--- config.mk ---
export PLATFORM = sky130hd
export DESIGN_NAME = state_demux_1x4
export DESIGN_NICKNAME = d
export VERILOG_FILES = /design/src/rtl/state_demux_1x4_pkg.sv /design/src/rtl/state_demux_1x4_slot.sv /design/src/rtl/state_demux_1x4.sv
export SDC_FILE = /design/constraint.sdc
export NUM_CORES = 1
export LEC_CHECK = 0
export BUFFER_PORTS_ARGS = -buffer_cell sky130_fd_sc_hd__buf_4
export CAP_MARGIN = 20
export CORE_AREA = 2 2 638 640
export DETAILED_ROUTE_END_ITERATION = 16
export DIE_AREA = 0 0 640 642
export PLACE_DENSITY_LB_ADDON = 0.1
export RECOVER_POWER = 100
export SYNTH_ARGS = -nofsm -noshare
export SYNTH_HDL_FRONTEND = slang
export SYNTH_HIERARCHICAL = 1
export SYNTH_SLANG_ARGS = --single-unit
--- constraint.sdc ---
create_clock -name clk -period 2 [get_ports clk]
set_input_delay 0 -clock clk [delete_from_list [all_inputs] [get_ports clk]]
set_output_delay 0 -clock clk [all_outputs]
set_load 0.02 [all_outputs]
--- src/rtl/state_demux_1x4_pkg.sv ---
// state_pkg: shared types for the cipher-state distribution path.
//   STATE_W   - width of one cipher state word
//   state_t   - one cipher state word
//   dest_t    - destination index of the 1-to-4 demux
//   dest_mask - one-hot (or all-ones for broadcast) slot target mask
package state_pkg;

    localparam int STATE_W = 320;

    typedef logic [STATE_W-1:0] state_t;
    typedef logic [1:0]         dest_t;

    function automatic logic [3:0] dest_mask(input dest_t sel, input logic bcast);
        logic [3:0] m;
        m = 4'b0001 << sel;
        if (bcast) begin
            m = 4'b1111;
        end
        return m;
    endfunction

endpackage

--- src/rtl/state_demux_1x4_slot.sv ---
// demux_slot: one destination of the state demux. Holds the data word, its
// valid flag and a modulo-2^cnt_w count of words taken by the consumer.
// Ports:
//   clk, rst_n   - clock, async active-low reset
//   d            - word to load when push is high
//   push         - load d and mark the slot valid
//   ready        - consumer takes q this cycle when valid is high
//   q            - held word (kept after it is taken)
//   valid        - slot holds an undelivered word
//   can_accept   - slot is empty or being emptied this cycle
//   cnt          - number of words delivered, wrapping
module demux_slot
    import state_pkg::*;
#(
    parameter int width = STATE_W,
    parameter int cnt_w = 8
) (
    input  logic             clk,
    input  logic             rst_n,
    input  logic [width-1:0] d,
    input  logic             push,
    input  logic             ready,
    output logic [width-1:0] q,
    output logic             valid,
    output logic             can_accept,
    output logic [cnt_w-1:0] cnt
);

    logic [width-1:0] r_data;
    logic             r_valid;
    logic [cnt_w-1:0] r_cnt;
    logic             w_pop;

    assign w_pop      = r_valid & ready;
    assign can_accept = ~r_valid | ready;

    always_ff @(posedge clk or negedge rst_n) begin
        if (!rst_n) begin
            r_data  <= '0;
            r_valid <= 1'b0;
            r_cnt   <= '0;
        end else begin
            if (push) begin
                r_data <= d;
            end
            // A push wins over a pop: the slot stays full with the new word.
            if (push) begin
                r_valid <= 1'b1;
            end else if (w_pop) begin
                r_valid <= 1'b0;
            end
            if (w_pop) begin
                r_cnt <= r_cnt + cnt_w'(1);
            end
        end
    end

    assign q     = r_data;
    assign valid = r_valid;
    assign cnt   = r_cnt;

endmodule

--- src/rtl/state_demux_1x4.sv ---
// state_demux_1x4: registered 1-to-4 demultiplexer for the cipher state.
// A producer offers x with a destination sel (or bcast to all four); each
// destination has its own holding register so a stalled consumer only blocks
// traffic addressed to it.
// Ports:
//   clk, rst_n        - clock, async active-low reset
//   x, sel, bcast     - incoming word, destination, broadcast request
//   in_valid/in_ready - producer handshake (in_ready is combinational)
//   x_0..x_3          - holding-register contents
//   out_valid         - bit i set when x_i holds an undelivered word
//   out_ready         - consumer i takes x_i on out_valid[i] & out_ready[i]
//   cnt_0..cnt_3      - words delivered per output, wrapping
module state_demux_1x4
    import state_pkg::*;
#(
    parameter int width = STATE_W,
    parameter int cnt_w = 8
) (
    input  logic             clk,
    input  logic             rst_n,
    input  logic [width-1:0] x,
    input  dest_t            sel,
    input  logic             bcast,
    input  logic             in_valid,
    output logic             in_ready,
    output logic [width-1:0] x_0,
    output logic [width-1:0] x_1,
    output logic [width-1:0] x_2,
    output logic [width-1:0] x_3,
    output logic [3:0]       out_valid,
    input  logic [3:0]       out_ready,
    output logic [cnt_w-1:0] cnt_0,
    output logic [cnt_w-1:0] cnt_1,
    output logic [cnt_w-1:0] cnt_2,
    output logic [cnt_w-1:0] cnt_3
);

    logic [3:0]       w_mask;
    logic [3:0]       w_can;
    logic [3:0]       w_push;
    logic [width-1:0] w_x   [4];
    logic [cnt_w-1:0] w_cnt [4];

    assign w_mask = dest_mask(sel, bcast);

    // Every targeted slot must be able to take the word; non-targeted slots
    // are masked to 1. Unicast reduces to w_can[sel], broadcast to &w_can.
    assign in_ready = &(~w_mask | w_can);
    assign w_push   = w_mask & {4{in_valid & in_ready}};

    for (genvar i = 0; i < 4; i++) begin : g_slot
        demux_slot #(
            .width (width),
            .cnt_w (cnt_w)
        ) u_slot (
            .clk        (clk),
            .rst_n      (rst_n),
            .d          (x),
            .push       (w_push[i]),
            .ready      (out_ready[i]),
            .q          (w_x[i]),
            .valid      (out_valid[i]),
            .can_accept (w_can[i]),
            .cnt        (w_cnt[i])
        );
    end

    assign x_0   = w_x[0];
    assign x_1   = w_x[1];
    assign x_2   = w_x[2];
    assign x_3   = w_x[3];
    assign cnt_0 = w_cnt[0];
    assign cnt_1 = w_cnt[1];
    assign cnt_2 = w_cnt[2];
    assign cnt_3 = w_cnt[3];

endmodule

==> metrics.md <==
| Metric | Value |
|---|---|
| Post-DR wirelength/cell | `between 20 and 30 um` |
| Clock tree sinks | `between 1000 and 1500` |
| Std-Cell Rows | `around 230` |
| Global-route usage over all layers | `13.72%` |
| Reg2Reg Launch Point | `g_slot[2].u_slot/valid` |
| Maximum net fanout on the critical path | `13` |
| First element of the critical path | `g_slot[2].u_slot/valid` |
| CTS Root Cell | `sky130_fd_sc_hd__clkbuf_16` |
| Count of unique library cells instantiated by Yosys | `24` |
| Minimum period implied by the final worst setup slack | `about 2.5 ns` |
| Number of search-and-repair iterations in the first detailed-routing pass | `4` |
| Die Height | `642 um` |
| Share of the clock period used by the worst path | `127.1%` |
| FMAX | `about 400 MHz` |
| Worst Hold Margin | `roughly 0.082 ns` |
| Total overflow reported by the global router | `0` |
| Peak ir drop on the vdd network | `roughly 640 uV` |
| Setup TNS Final | `-534.79 ns` |
| Clock latency of the later-clocked register in the worst-skew pair | `roughly 0.89 ns` |
| I/O Buffers | `approximately 1600` |
| Synth warnings | `6` |
| Cell count of the worst reg-to-reg path | `9` |
| Crit path setup slack, layout | `-0.5416 ns` |
| Die width | `640 um` |
| Pins over their slew limit | `0` |
| Relative max-transition margin | `roughly 15%` |
| TritonCTS clock tree | `built` |
| Worst Path Arrival | `about 3.3 ns` |
| Clock slew at the register clock pins of the worst setup and hold paths | `roughly 0.060 ns` |
| Unrepaired setup endpoints after global routing | `true` |
| Gp weighted congestion | `around 0.75` |
| Static leakage power | `about 36 nW` |
| Detailed-route via count | `about 36000` |
| Element type at the critical path end | `flip-flop` |
| Share of layout cells above drive strength 1 | `39.19%` |
| Global-route wire length before repair | `between 300 and 400 mm` |
| Final Routed Wirelength | `approximately 300 mm` |
| Via count of the first global-routing pass | `between 30000 and 40000` |
| Number of flops mapped to enable cells by yosys | `0` |
| Number of nets in the synthesized netlist | `around 3200` |
| Clock buffer depth | `4` |
| Depth of the CTS H-tree | `4` |
| Syn Std Cell Area | `roughly 55000 um2` |
| DP Area | `roughly 74000 um2` |
| Layout area overhead | `53.18%` |
| Power after layout | `116.5 mW` |
| Area of the core region | `between 400000 and 500000 um2` |
| Clock buffers created by TritonCTS | `around 180` |
| Violations in the final reports | `setup timing` |
| Result of the run | `finished, violations left` |
| Utilization after layout | `between 20% and 30%` |
| # setup viols final | `about 1300` |
| Number of vias per cell after detailed routing | `around 3.2` |
| Number of max-capacitance violations reported | `0` |
| Number of register bits inferred by synthesis | `approximately 1300` |
| Cell with the most instances after synthesis | `sky130_fd_sc_hd__dfrtp_1` |
| DRC violations left | `0` |
| Synth top area cells | `sky130_fd_sc_hd__dfrtp_1 60%, sky130_fd_sc_hd__mux2_4 32%, sky130_fd_sc_hd__buf_12 3.2%` |
| Slew at the pin closest to its max-slew limit | `about 1.3 ns` |
| Instance count after placement with tap cells included | `approximately 10000` |
| Synthesized area divided by synthesized cell count | `a little under 20 um2` |
| Area leader, netlist | `sky130_fd_sc_hd__dfrtp_1` |
| Kind of start point of the critical path | `flip-flop` |
| Antenna-violating nets left | `0` |
| Maximum number of pins on one net before global-route repair | `a little under 80` |
| Initial cell density of the core | `between 10% and 20%` |
| Worst path required time | `around 2.7 ns` |
| Synth top area share | `about 60%` |
| Fraction of synthesis flops using an asynchronous set or reset pin | `100.0%` |
| Final-stage net count | `around 5800` |
| HPWL after DPL | `around 220 mm` |
| Power density cells | `about 1400 nW/um2` |
| Place WS | `-0.6366 ns` |
| IO Pins | `roughly 1600` |
| Number of hold violations in the final report | `0` |
| Final non-filler cell total | `11070` |
| Gate Count Post-Synth | `2849` |
| Final worst clock skew | `around 0.047 ns` |
| Worst Path Class, Setup | `reg2reg` |
| Final-layout fill cell count | `roughly 44000` |
| Worst min-delay path category | `in2reg` |
| Initial detailed-routing violation count | `approximately 1500` |
| Number of antenna violations at the first check in global routing | `45` |
| Sequential area share after synthesis | `between 60% and 70%` |
| Startpoint of the lowest-slack hold path | `x[296]` |
| Top post-synthesis cells by count | `1316 x sky130_fd_sc_hd__dfrtp_1, 1156 x sky130_fd_sc_hd__mux2_4, 128 x sky130_fd_sc_hd__mux2_2` |
| Die area | `slightly above 400000 um2` |
| Final cell area excluding filler cells | `between 80000 and 90000 um2` |
| Most common flop cell mapped by yosys | `sky130_fd_sc_hd__dfrtp_1` |
| WHS Path Cells | `3` |
==> cells in the final DEF, fill, tap and decap left out, types with 5 or more instances in the layout <==
cell type	Yosys	routed
sky130_fd_sc_hd__clkbuf_1	0	1374
sky130_fd_sc_hd__dfrtp_1	1316	1313
sky130_fd_sc_hd__mux2_4	1156	1204
sky130_fd_sc_hd__dlygate4sd3_1	0	639
sky130_fd_sc_hd__buf_4	0	416
sky130_fd_sc_hd__clkbuf_16	0	210
sky130_fd_sc_hd__mux2_2	128	80
sky130_fd_sc_hd__buf_12	88	61
sky130_fd_sc_hd__buf_16	0	45
sky130_fd_sc_hd__clkbuf_8	0	39
sky130_fd_sc_hd__clkbuf_2	0	36
sky130_fd_sc_hd__buf_6	44	24
sky130_fd_sc_hd__clkinv_2	0	22
sky130_fd_sc_hd__nand2_1	17	21
sky130_fd_sc_hd__xor2_1	20	20
sky130_fd_sc_hd__buf_8	0	18
sky130_fd_sc_hd__diode_2	0	16
sky130_fd_sc_hd__clkbuf_4	0	14
sky130_fd_sc_hd__nor2_1	9	9
sky130_fd_sc_hd__nand3_1	8	8
sky130_fd_sc_hd__nor3_1	8	8
sky130_fd_sc_hd__xnor2_1	8	8
sky130_fd_sc_hd__clkinv_8	0	6
sky130_fd_sc_hd__bufinv_16	0	5
==> final timing paths <==
check                      slack [ns]                 endpoint
setup / recovery                -0.54  g_slot[3].u_slot/q[310]
hold / removal                   0.08  g_slot[3].u_slot/q[296]
setup reg to reg                -0.54  g_slot[3].u_slot/q[310]
hold reg to reg                  0.47  g_slot[2].u_slot/cnt[7]
max in group asynchronous        0.04  g_slot[2].u_slot/cnt[1]
min in group asynchronous        0.61  g_slot[2].u_slot/q[252]
==> layer usage <==
| layer | vias up | global-route usage, % | wire length, um |
|---|---|---|---|
| met5 | - | 0.1286 | 183 |
| met4 | 18 | 5.236 | 12770 |
| met3 | 388 | 4.478 | 20780 |
| met2 | 1162 | 23.88 | 146500 |
| met1 | 18520 | 15.44 | 114900 |
| li1 | 15500 | - | - |
==> cell families after synthesis <==
group	Yosys count	share of synthesized area, %
AND/OR/NAND/NOR	62	0.5807
buffers and inverters	146	4.248
adder cells (fa/ha/maj)	4	0.09145
XOR/XNOR	28	0.4481
multiplexers	1285	34.37
AO/OA/AOI/OAI	8	0.09145
flip-flops	1316	60.17
==> cell type report <==
class / instances / area [um2] / share of cell area (%)
sequential: 1316 / 32940 / 39.29
multi-input combinational: 1387 / 19750 / 23.56
timing repair buffer: 2607 / 18510 / 22.08
tap: 5428 / 6792 / 8.101
clock buffer: 275 / 5358 / 6.391
clock inverter: 40 / 439.2 / 0.5239
antenna: 16 / 40.04 / 0.04776
inverter: 2 / 7.507 / 0.008955
==> power by group <==
part           total, mW  switching, mW  internal (mW)
sequential          40.2           5.33           34.9
clock               32.6           13.6           19.1
combinational       43.6           26.3           17.3
==> registers in the layout, indices dropped and copies added, names as in the netlist <==
name,flops
g_slot.u_slot/q,1280
g_slot.u_slot/valid,4
g_slot.u_slot/cnt,32
==> critical path, stage by stage, from the launching register on <==
cell and delay, ns:
sky130_fd_sc_hd__dfrtp_2 0.40, sky130_fd_sc_hd__or2b_1 0.20, sky130_fd_sc_hd__nand2_1 0.08, sky130_fd_sc_hd__a22o_4 0.30, sky130_fd_sc_hd__nor4b_4 0.31, sky130_fd_sc_hd__buf_12 0.21, sky130_fd_sc_hd__buf_12 0.14, sky130_fd_sc_hd__buf_16 0.16
sky130_fd_sc_hd__buf_12 0.17, sky130_fd_sc_hd__mux2_2 0.35
==> repair_timing <==
| item | 4_1_cts | 5_1_grt |
|---|---|---|
| gates resized for setup | 95 | 111 |
| hold buffers | 639 | 0 |
| hold endpoints to repair | 2632 | 0 |
| pin swaps | 3 | 3 |
| setup buffers | 39 | 23 |
| endpoints found under the setup margin | 1286 | 1286 |
| cloned | 24 | 29 |
Note: power is estimated with default switching activity, not from simulation.
